==> config.mk <==
export PLATFORM = sky130hd
export DESIGN_NAME = dict_boot_loader
export DESIGN_NICKNAME = d
export VERILOG_FILES = /design/src/rtl/dict_boot_loader.sv
export SDC_FILE = /design/constraint.sdc
export NUM_CORES = 1
export LEC_CHECK = 0
export ABC_AREA = 1
export BUFFER_PORTS_ARGS = -buffer_cell sky130_fd_sc_hd__buf_2
export CAP_MARGIN = 20
export CORE_MARGIN = 3
export CORE_UTILIZATION = 30
export DETAILED_ROUTE_END_ITERATION = 8
export SLEW_MARGIN = 20
export SYNTH_ARGS = -nofsm -noshare
export SYNTH_HDL_FRONTEND = slang
export SYNTH_SLANG_ARGS = --single-unit
==> constraint.sdc <==
create_clock -name clk -period 3.8 [get_ports clk]
set_clock_uncertainty 0.15 [all_clocks]
set_input_delay 0 -clock clk [delete_from_list [all_inputs] [get_ports clk]]
set_output_delay 0 -clock clk [all_outputs]
set_load 0.005 [all_outputs]
==> src/rtl/dict_boot_loader.sv <==
// -----------------------------------------------------------------------------
// dict_boot_loader
//
// Boot-time loader that sits between main memory and the compression
// controller. After reset it walks a fixed dictionary image in memory, one
// 32-bit word per entry, and replays the entries onto three dictionary write
// ports in key order. Once the last region is finished it raises load_done
// and hands the memory port over to the controller. Until then the
// controller's requests are stalled.
//
// Image layout (word index W, byte address = DICT_BASE_ADDR + 4*W):
//   dict1 : W = 0 .. 2**FIELD1_KEY_WIDTH-1
//   dict2 : next 2**FIELD2_KEY_WIDTH words
//   dict3 : next 2**FIELD3_KEY_WIDTH words
//   bit 31 set = terminator (region ends, word is not written)
//
// Handshake: a request is presented by mem_req_valid/mem_req_addr and both
// are held stable until mem_req_ready is seen high; the data on
// mem_req_rdata is taken in that same cycle and the request is complete.
//
// Ports
//   clk, reset                 clock, asynchronous active-high reset
//   mem_req_valid/addr (out)   read request to memory
//   mem_req_ready/rdata (in)   memory response, data valid when ready
//   ctrl_mem_req_valid/addr    controller request, honoured only after load
//   ctrl_mem_req_ready (out)   mem_req_ready once loaded, 0 before
//   ctrl_mem_req_rdata (out)   mem_req_rdata, always passed through
//   dictN_write_enable/val     one-cycle write pulse per dictionary entry
//   load_done (out)            image fully loaded, sticky until reset
//   dbg_state (out)            {region state, word phase} for observation
// -----------------------------------------------------------------------------
module dict_boot_loader #(
    parameter int          FIELD1_KEY_WIDTH = 3,
    parameter int          FIELD2_KEY_WIDTH = 5,
    parameter int          FIELD3_KEY_WIDTH = 8,
    parameter int          FIELD1_VAL_WIDTH = 7,
    parameter int          FIELD2_VAL_WIDTH = 10,
    parameter int          FIELD3_VAL_WIDTH = 15,
    parameter logic [31:0] DICT_BASE_ADDR   = 32'h0001_0000
) (
    input  logic                        clk,
    input  logic                        reset,
    output logic                        mem_req_valid,
    input  logic                        mem_req_ready,
    output logic [31:0]                 mem_req_addr,
    input  logic [31:0]                 mem_req_rdata,
    input  logic                        ctrl_mem_req_valid,
    output logic                        ctrl_mem_req_ready,
    input  logic [31:0]                 ctrl_mem_req_addr,
    output logic [31:0]                 ctrl_mem_req_rdata,
    output logic                        dict1_write_enable,
    output logic [FIELD1_VAL_WIDTH-1:0] dict1_write_val,
    output logic                        dict2_write_enable,
    output logic [FIELD2_VAL_WIDTH-1:0] dict2_write_val,
    output logic                        dict3_write_enable,
    output logic [FIELD3_VAL_WIDTH-1:0] dict3_write_val,
    output logic                        load_done,
    output logic [3:0]                  dbg_state
);

    localparam int D1_SIZE = 1 << FIELD1_KEY_WIDTH;
    localparam int D2_SIZE = 1 << FIELD2_KEY_WIDTH;
    localparam int D3_SIZE = 1 << FIELD3_KEY_WIDTH;
    localparam int TOTAL   = D1_SIZE + D2_SIZE + D3_SIZE;
    localparam int WW      = $clog2(TOTAL);

    localparam logic [WW-1:0] D1_LAST  = WW'(D1_SIZE - 1);
    localparam logic [WW-1:0] D2_FIRST = WW'(D1_SIZE);
    localparam logic [WW-1:0] D2_LAST  = WW'(D1_SIZE + D2_SIZE - 1);
    localparam logic [WW-1:0] D3_FIRST = WW'(D1_SIZE + D2_SIZE);
    localparam logic [WW-1:0] D3_LAST  = WW'(TOTAL - 1);

    typedef enum logic [1:0] {
        LOAD1 = 2'd0,
        LOAD2 = 2'd1,
        LOAD3 = 2'd2,
        DONE  = 2'd3
    } state_t;

    // Each word walks ISSUE -> WAIT -> WRITE, giving 3 cycles per word with
    // 0-wait memory: request register set, handshake, write pulse.
    typedef enum logic [1:0] {
        PH_ISSUE = 2'd0,
        PH_WAIT  = 2'd1,
        PH_WRITE = 2'd2
    } phase_t;

    state_t                      r_state, w_state_nxt;
    phase_t                      r_phase, w_phase_nxt;
    logic [WW-1:0]               r_w, w_w_nxt;
    logic                        r_req_valid, w_req_valid_nxt;
    logic [31:0]                 r_req_addr, w_req_addr_nxt;
    logic                        r_term, w_term_nxt;
    logic                        r_we1, w_we1_nxt;
    logic                        r_we2, w_we2_nxt;
    logic                        r_we3, w_we3_nxt;
    logic [FIELD1_VAL_WIDTH-1:0] r_val1, w_val1_nxt;
    logic [FIELD2_VAL_WIDTH-1:0] r_val2, w_val2_nxt;
    logic [FIELD3_VAL_WIDTH-1:0] r_val3, w_val3_nxt;
    logic                        r_load_done, w_load_done_nxt;

    logic [31:0]                 w_word_off;
    logic                        w_is_term;

    assign w_word_off = {{(30-WW){1'b0}}, r_w, 2'b00};
    assign w_is_term  = mem_req_rdata[31];

    // State register
    always_ff @(posedge clk or posedge reset) begin
        if (reset) begin
            r_state     <= LOAD1;
            r_phase     <= PH_ISSUE;
            r_w         <= '0;
            r_req_valid <= 1'b0;
            r_req_addr  <= DICT_BASE_ADDR;
            r_term      <= 1'b0;
            r_we1       <= 1'b0;
            r_we2       <= 1'b0;
            r_we3       <= 1'b0;
            r_val1      <= '0;
            r_val2      <= '0;
            r_val3      <= '0;
            r_load_done <= 1'b0;
        end else begin
            r_state     <= w_state_nxt;
            r_phase     <= w_phase_nxt;
            r_w         <= w_w_nxt;
            r_req_valid <= w_req_valid_nxt;
            r_req_addr  <= w_req_addr_nxt;
            r_term      <= w_term_nxt;
            r_we1       <= w_we1_nxt;
            r_we2       <= w_we2_nxt;
            r_we3       <= w_we3_nxt;
            r_val1      <= w_val1_nxt;
            r_val2      <= w_val2_nxt;
            r_val3      <= w_val3_nxt;
            r_load_done <= w_load_done_nxt;
        end
    end

    // Next-state logic
    always_comb begin
        w_state_nxt     = r_state;
        w_phase_nxt     = r_phase;
        w_w_nxt         = r_w;
        w_req_valid_nxt = r_req_valid;
        w_req_addr_nxt  = r_req_addr;
        w_term_nxt      = r_term;
        w_we1_nxt       = 1'b0;
        w_we2_nxt       = 1'b0;
        w_we3_nxt       = 1'b0;
        w_val1_nxt      = r_val1;
        w_val2_nxt      = r_val2;
        w_val3_nxt      = r_val3;
        w_load_done_nxt = r_load_done;

        if (r_state != DONE) begin
            case (r_phase)
                PH_ISSUE: begin
                    w_req_valid_nxt = 1'b1;
                    w_req_addr_nxt  = DICT_BASE_ADDR + w_word_off;
                    w_phase_nxt     = PH_WAIT;
                end
                PH_WAIT: begin
                    // Valid/address stay put until memory answers.
                    if (mem_req_ready) begin
                        w_req_valid_nxt = 1'b0;
                        w_term_nxt      = w_is_term;
                        w_phase_nxt     = PH_WRITE;
                        if (!w_is_term) begin
                            case (r_state)
                                LOAD1: begin
                                    w_we1_nxt  = 1'b1;
                                    w_val1_nxt = mem_req_rdata[FIELD1_VAL_WIDTH-1:0];
                                end
                                LOAD2: begin
                                    w_we2_nxt  = 1'b1;
                                    w_val2_nxt = mem_req_rdata[FIELD2_VAL_WIDTH-1:0];
                                end
                                LOAD3: begin
                                    w_we3_nxt  = 1'b1;
                                    w_val3_nxt = mem_req_rdata[FIELD3_VAL_WIDTH-1:0];
                                end
                                default: ;
                            endcase
                        end
                    end
                end
                PH_WRITE: begin
                    // Pulse is on the outputs this cycle; pick the next word.
                    w_phase_nxt = PH_ISSUE;
                    case (r_state)
                        LOAD1: begin
                            if (r_term || (r_w == D1_LAST)) begin
                                w_w_nxt     = D2_FIRST;
                                w_state_nxt = LOAD2;
                            end else begin
                                w_w_nxt = r_w + WW'(1);
                            end
                        end
                        LOAD2: begin
                            if (r_term || (r_w == D2_LAST)) begin
                                w_w_nxt     = D3_FIRST;
                                w_state_nxt = LOAD3;
                            end else begin
                                w_w_nxt = r_w + WW'(1);
                            end
                        end
                        LOAD3: begin
                            if (r_term || (r_w == D3_LAST)) begin
                                w_state_nxt     = DONE;
                                w_load_done_nxt = 1'b1;
                            end else begin
                                w_w_nxt = r_w + WW'(1);
                            end
                        end
                        default: ;
                    endcase
                end
                default: w_phase_nxt = PH_ISSUE;
            endcase
        end
    end

    // Once loaded, the controller owns the memory port combinationally.
    assign mem_req_valid      = (r_state == DONE) ? ctrl_mem_req_valid : r_req_valid;
    assign mem_req_addr       = (r_state == DONE) ? ctrl_mem_req_addr  : r_req_addr;
    assign ctrl_mem_req_ready = (r_state == DONE) & mem_req_ready;
    assign ctrl_mem_req_rdata = mem_req_rdata;

    assign dict1_write_enable = r_we1;
    assign dict1_write_val    = r_val1;
    assign dict2_write_enable = r_we2;
    assign dict2_write_val    = r_val2;
    assign dict3_write_enable = r_we3;
    assign dict3_write_val    = r_val3;
    assign load_done          = r_load_done;
    assign dbg_state          = {r_state, r_phase};

endmodule

==> results.cfg <==
[route]
drcViolationCount = 0
ant_nets = 0
drt_iter0_drc = 81
avgViaCountPerCell = 4.356
dr_total_vias = 3049
wl_per_cell_um = 12.28
wl_um = 8598
first_pass_iters = 4

[cts]
cts_tree = done
clockBufferDepth = 2
clock_sinks = 60
clk_latency_ns = 0.34
cts_root_buf = clkbuf_8
htree_levels = 3
clkTransAtPathRegs_ns = 0.07
post_cts_resized = 0
cts_buffers = 9

[synthesis]
yosys_warnings = 0
syn_nets = 483
synthesis.area_um2 = 3357
synth-seq-cells = 60
yosysSeqAreaShare_pct = 44.73
ys_types = 31
syn-instance-count = 408
synth.avg_cell_area_um2 = 8.228

[die]
die-area_um2 = 12490
initial_core_util_pct = 31.67
fp.dieW_um = 111.8
row_count = 37
core_um2 = 10600
io_pins = 174
die-height_um = 111.8

[layout]
multi_input_area_um2 = 1314
layout_commonest_cell = buf_2
ff_latch_area_um2 = 1501
num_antenna_cells = 0
fin_nets = 634
syn_to_final_growth_pct = 34.85
postLayoutCellArea_um2 = 4527
layout_common_cells = buf_2, nand2_1, dfrtp_1
drive_gt1_share_pct = 35.46
fill_cells = 1049

[timing]
period_needed_ns = 3.056
tightest_slew_ns = 0.8841
rsz0062_at_grt = false
setup_tns_ns = 0
hold_viol = 0
maxSlewViolCount = 0
fmax_mhz = 327.2
setup_viol = 0
timing.final.crit_share_pct = 80.42
relSlewSlack_pct = 40.62

[placement]
dp_hpwl_um = 6176
numPortBuffers = 141
placed_cell_area_um2 = 3945
place_congestion = 0.8253

[power_and_ir_drop]
p_leak_nw = 2.642
pwr_density_cell_nw_per_um2 = 628.4
vdd_drop_max_mv = 0.2920

[worst_setup_path]
cpMaxStageDelayCell = nor4_4
end_kind = flip-flop
r2r-start = r_state[1]
crit_chain = inv_1 -> ha_1 -> inv_1 -> nor4_4 -> nand2_1 -> dlygate4sd3_1 -> o21ai_0 -> dlygate4sd3_1
crit_end = dict2_write_val[8]
ff2ff_path_depth = 8
path_class = reg -> reg
rr_endpoint = dict2_write_val[8]
worst-r2r-setup-slack_ns = 0.74
crit_fanout = 20
worstSetupStartpointType = flip-flop
crit_arrival_ns = 3.18
max_stage_delay_ns = 0.74
crit_start = r_state[1]
worstPathRequired_ns = 3.92

[grt]
met3_usage_pct = 4.076
track_usage_pct = 13.56
busiest_layer = met2
met1_usage_pct = 15.73
grt_pass1_vias = 3050
gr-total-overflow = 0
grt_pass1_wl_um = 13880
grt_max_degree = 39
use_met2_pct = 23.54
antenna_found_initial = 0

[status]
outcome = finished clean

[hold_path]
hold_class = in -> reg

[job]
drv_cap = 0
==> how the worst min path moves through the flow <==
stage          slack (ns)              start  cells past startpoint                     end
2_1_floorplan       -0.07   mem_req_rdata[0]                      1   ctrl_mem_req_rdata[0]
3_3_place_gp        -0.15  mem_req_rdata[18]                      0  ctrl_mem_req_rdata[18]
3_5_place_dp        -0.15  mem_req_rdata[18]                      0  ctrl_mem_req_rdata[18]
4_1_cts              0.06      mem_req_ready                      4              r_phase[0]
5_1_grt               0.1      mem_req_ready                      4              r_phase[0]
6_report             0.07      mem_req_ready                      4              r_phase[0]
==> critical path: cells and delay by family, from the launching register on <==
kind / cells / cell delay [ns]
flip-flops: 1 / 0.43
buffers and inverters: 4 / 1.35
AO/OA/AOI/OAI: 1 / 0.06
adder cells (fa/ha/maj): 1 / 0.15
AND/OR/NAND/NOR: 2 / 0.85
==> metal layers <==
metal	share of wire (%)	wire, µm
met1	41	3531
met2	47	4081
met3	9.9	849
met4	1.6	135
met5	0	0
==> registers in the layout (all words and copies together), names as in the netlist, 2 cells and up <==
signal	cells
r_w	9
dict1_write_val	7
dict3_write_val	15
dict2_write_val	10
r_phase	2
r_req_addr	9
r_state	2
==> cell type report <==
cell class | instances | area share, %
sequential | 60 | 33.17
multi-input combinational | 243 | 29.02
timing repair buffer | 182 | 24.54
inverter | 63 | 5.279
tap | 136 | 3.759
clock buffer | 9 | 2.736
clock inverter | 7 | 1.493
==> cells in the mapped netlist <==
cell type,count,area share (%)
mux2_2,5,1.7
nor2_4,2,0.67
clkbuf_1,5,0.56
a21oi_2,1,0.26
nor2_2,2,0.37
buf_2,1,0.15
inv_2,2,0.22
or2_2,1,0.19
inv_4,1,0.19
nand2_1,130,15
dfrtp_1,60,45
o21ai_0,21,3.1
o21ai_2,7,1.8
buf_6,3,1.0
inv_1,60,6.7
a21oi_1,1,0.15
clkbuf_8,1,0.41
mux2_4,10,4.5
ha_1,7,2.6
nand2_2,1,0.19
buf_4,32,7.2
nand4_1,1,0.19
xor2_1,1,0.26
nor4_2,1,0.37
nand2_4,4,1.3
nor2_1,30,3.4
a31o_2,1,0.26
nor3_1,1,0.15
nand3_1,14,2.1
nand3_2,1,0.30
nor3_4,1,0.48
==> metrics by stage <==
| step | hold WS (ns) | utilization [%] | setup WS [ns] | std cells | total power [W] |
|---|---|---|---|---|---|
| after CTS | 0.05690 | 42.70 | 0.7894 | 700 | 0.002884 |
| after global routing | 0.09565 | 42.70 | 0.5647 | 700 | 0.003104 |
| after detailed placement | -0.1500 | 37.21 | 1.689 | 645 | 0.002250 |
| final | 0.07420 | 42.70 | 0.7442 | 700 | 0.002845 |
| after floorplan | -0.06918 | - | 2.067 | 408 | 0.001825 |
| after global placement | -0.1500 | 37.21 | 1.752 | 645 | 0.002228 |
==> logic make-up after synthesis <==
family | share of synthesized area, %
simple gates | 24.23
compound gates | 5.628
xor+xnor | 0.2609
mux | 6.150
buf+inv | 16.40
fa+ha+maj | 2.609
flops | 44.73
==> repair_timing <==
action                                 4_1_cts  5_1_grt
buffers inserted                             0        0
endpoints found under the hold margin       79        0
hold buffers                                39        0
==> power breakdown <==
part           internal, W  switching, W  total, W
registers         0.000867      0.000152   0.00102
clock network     0.000299      0.000264  0.000562
logic             0.000554      0.000709   0.00126
No activity file was read; power rests on OpenSTA's default activity.
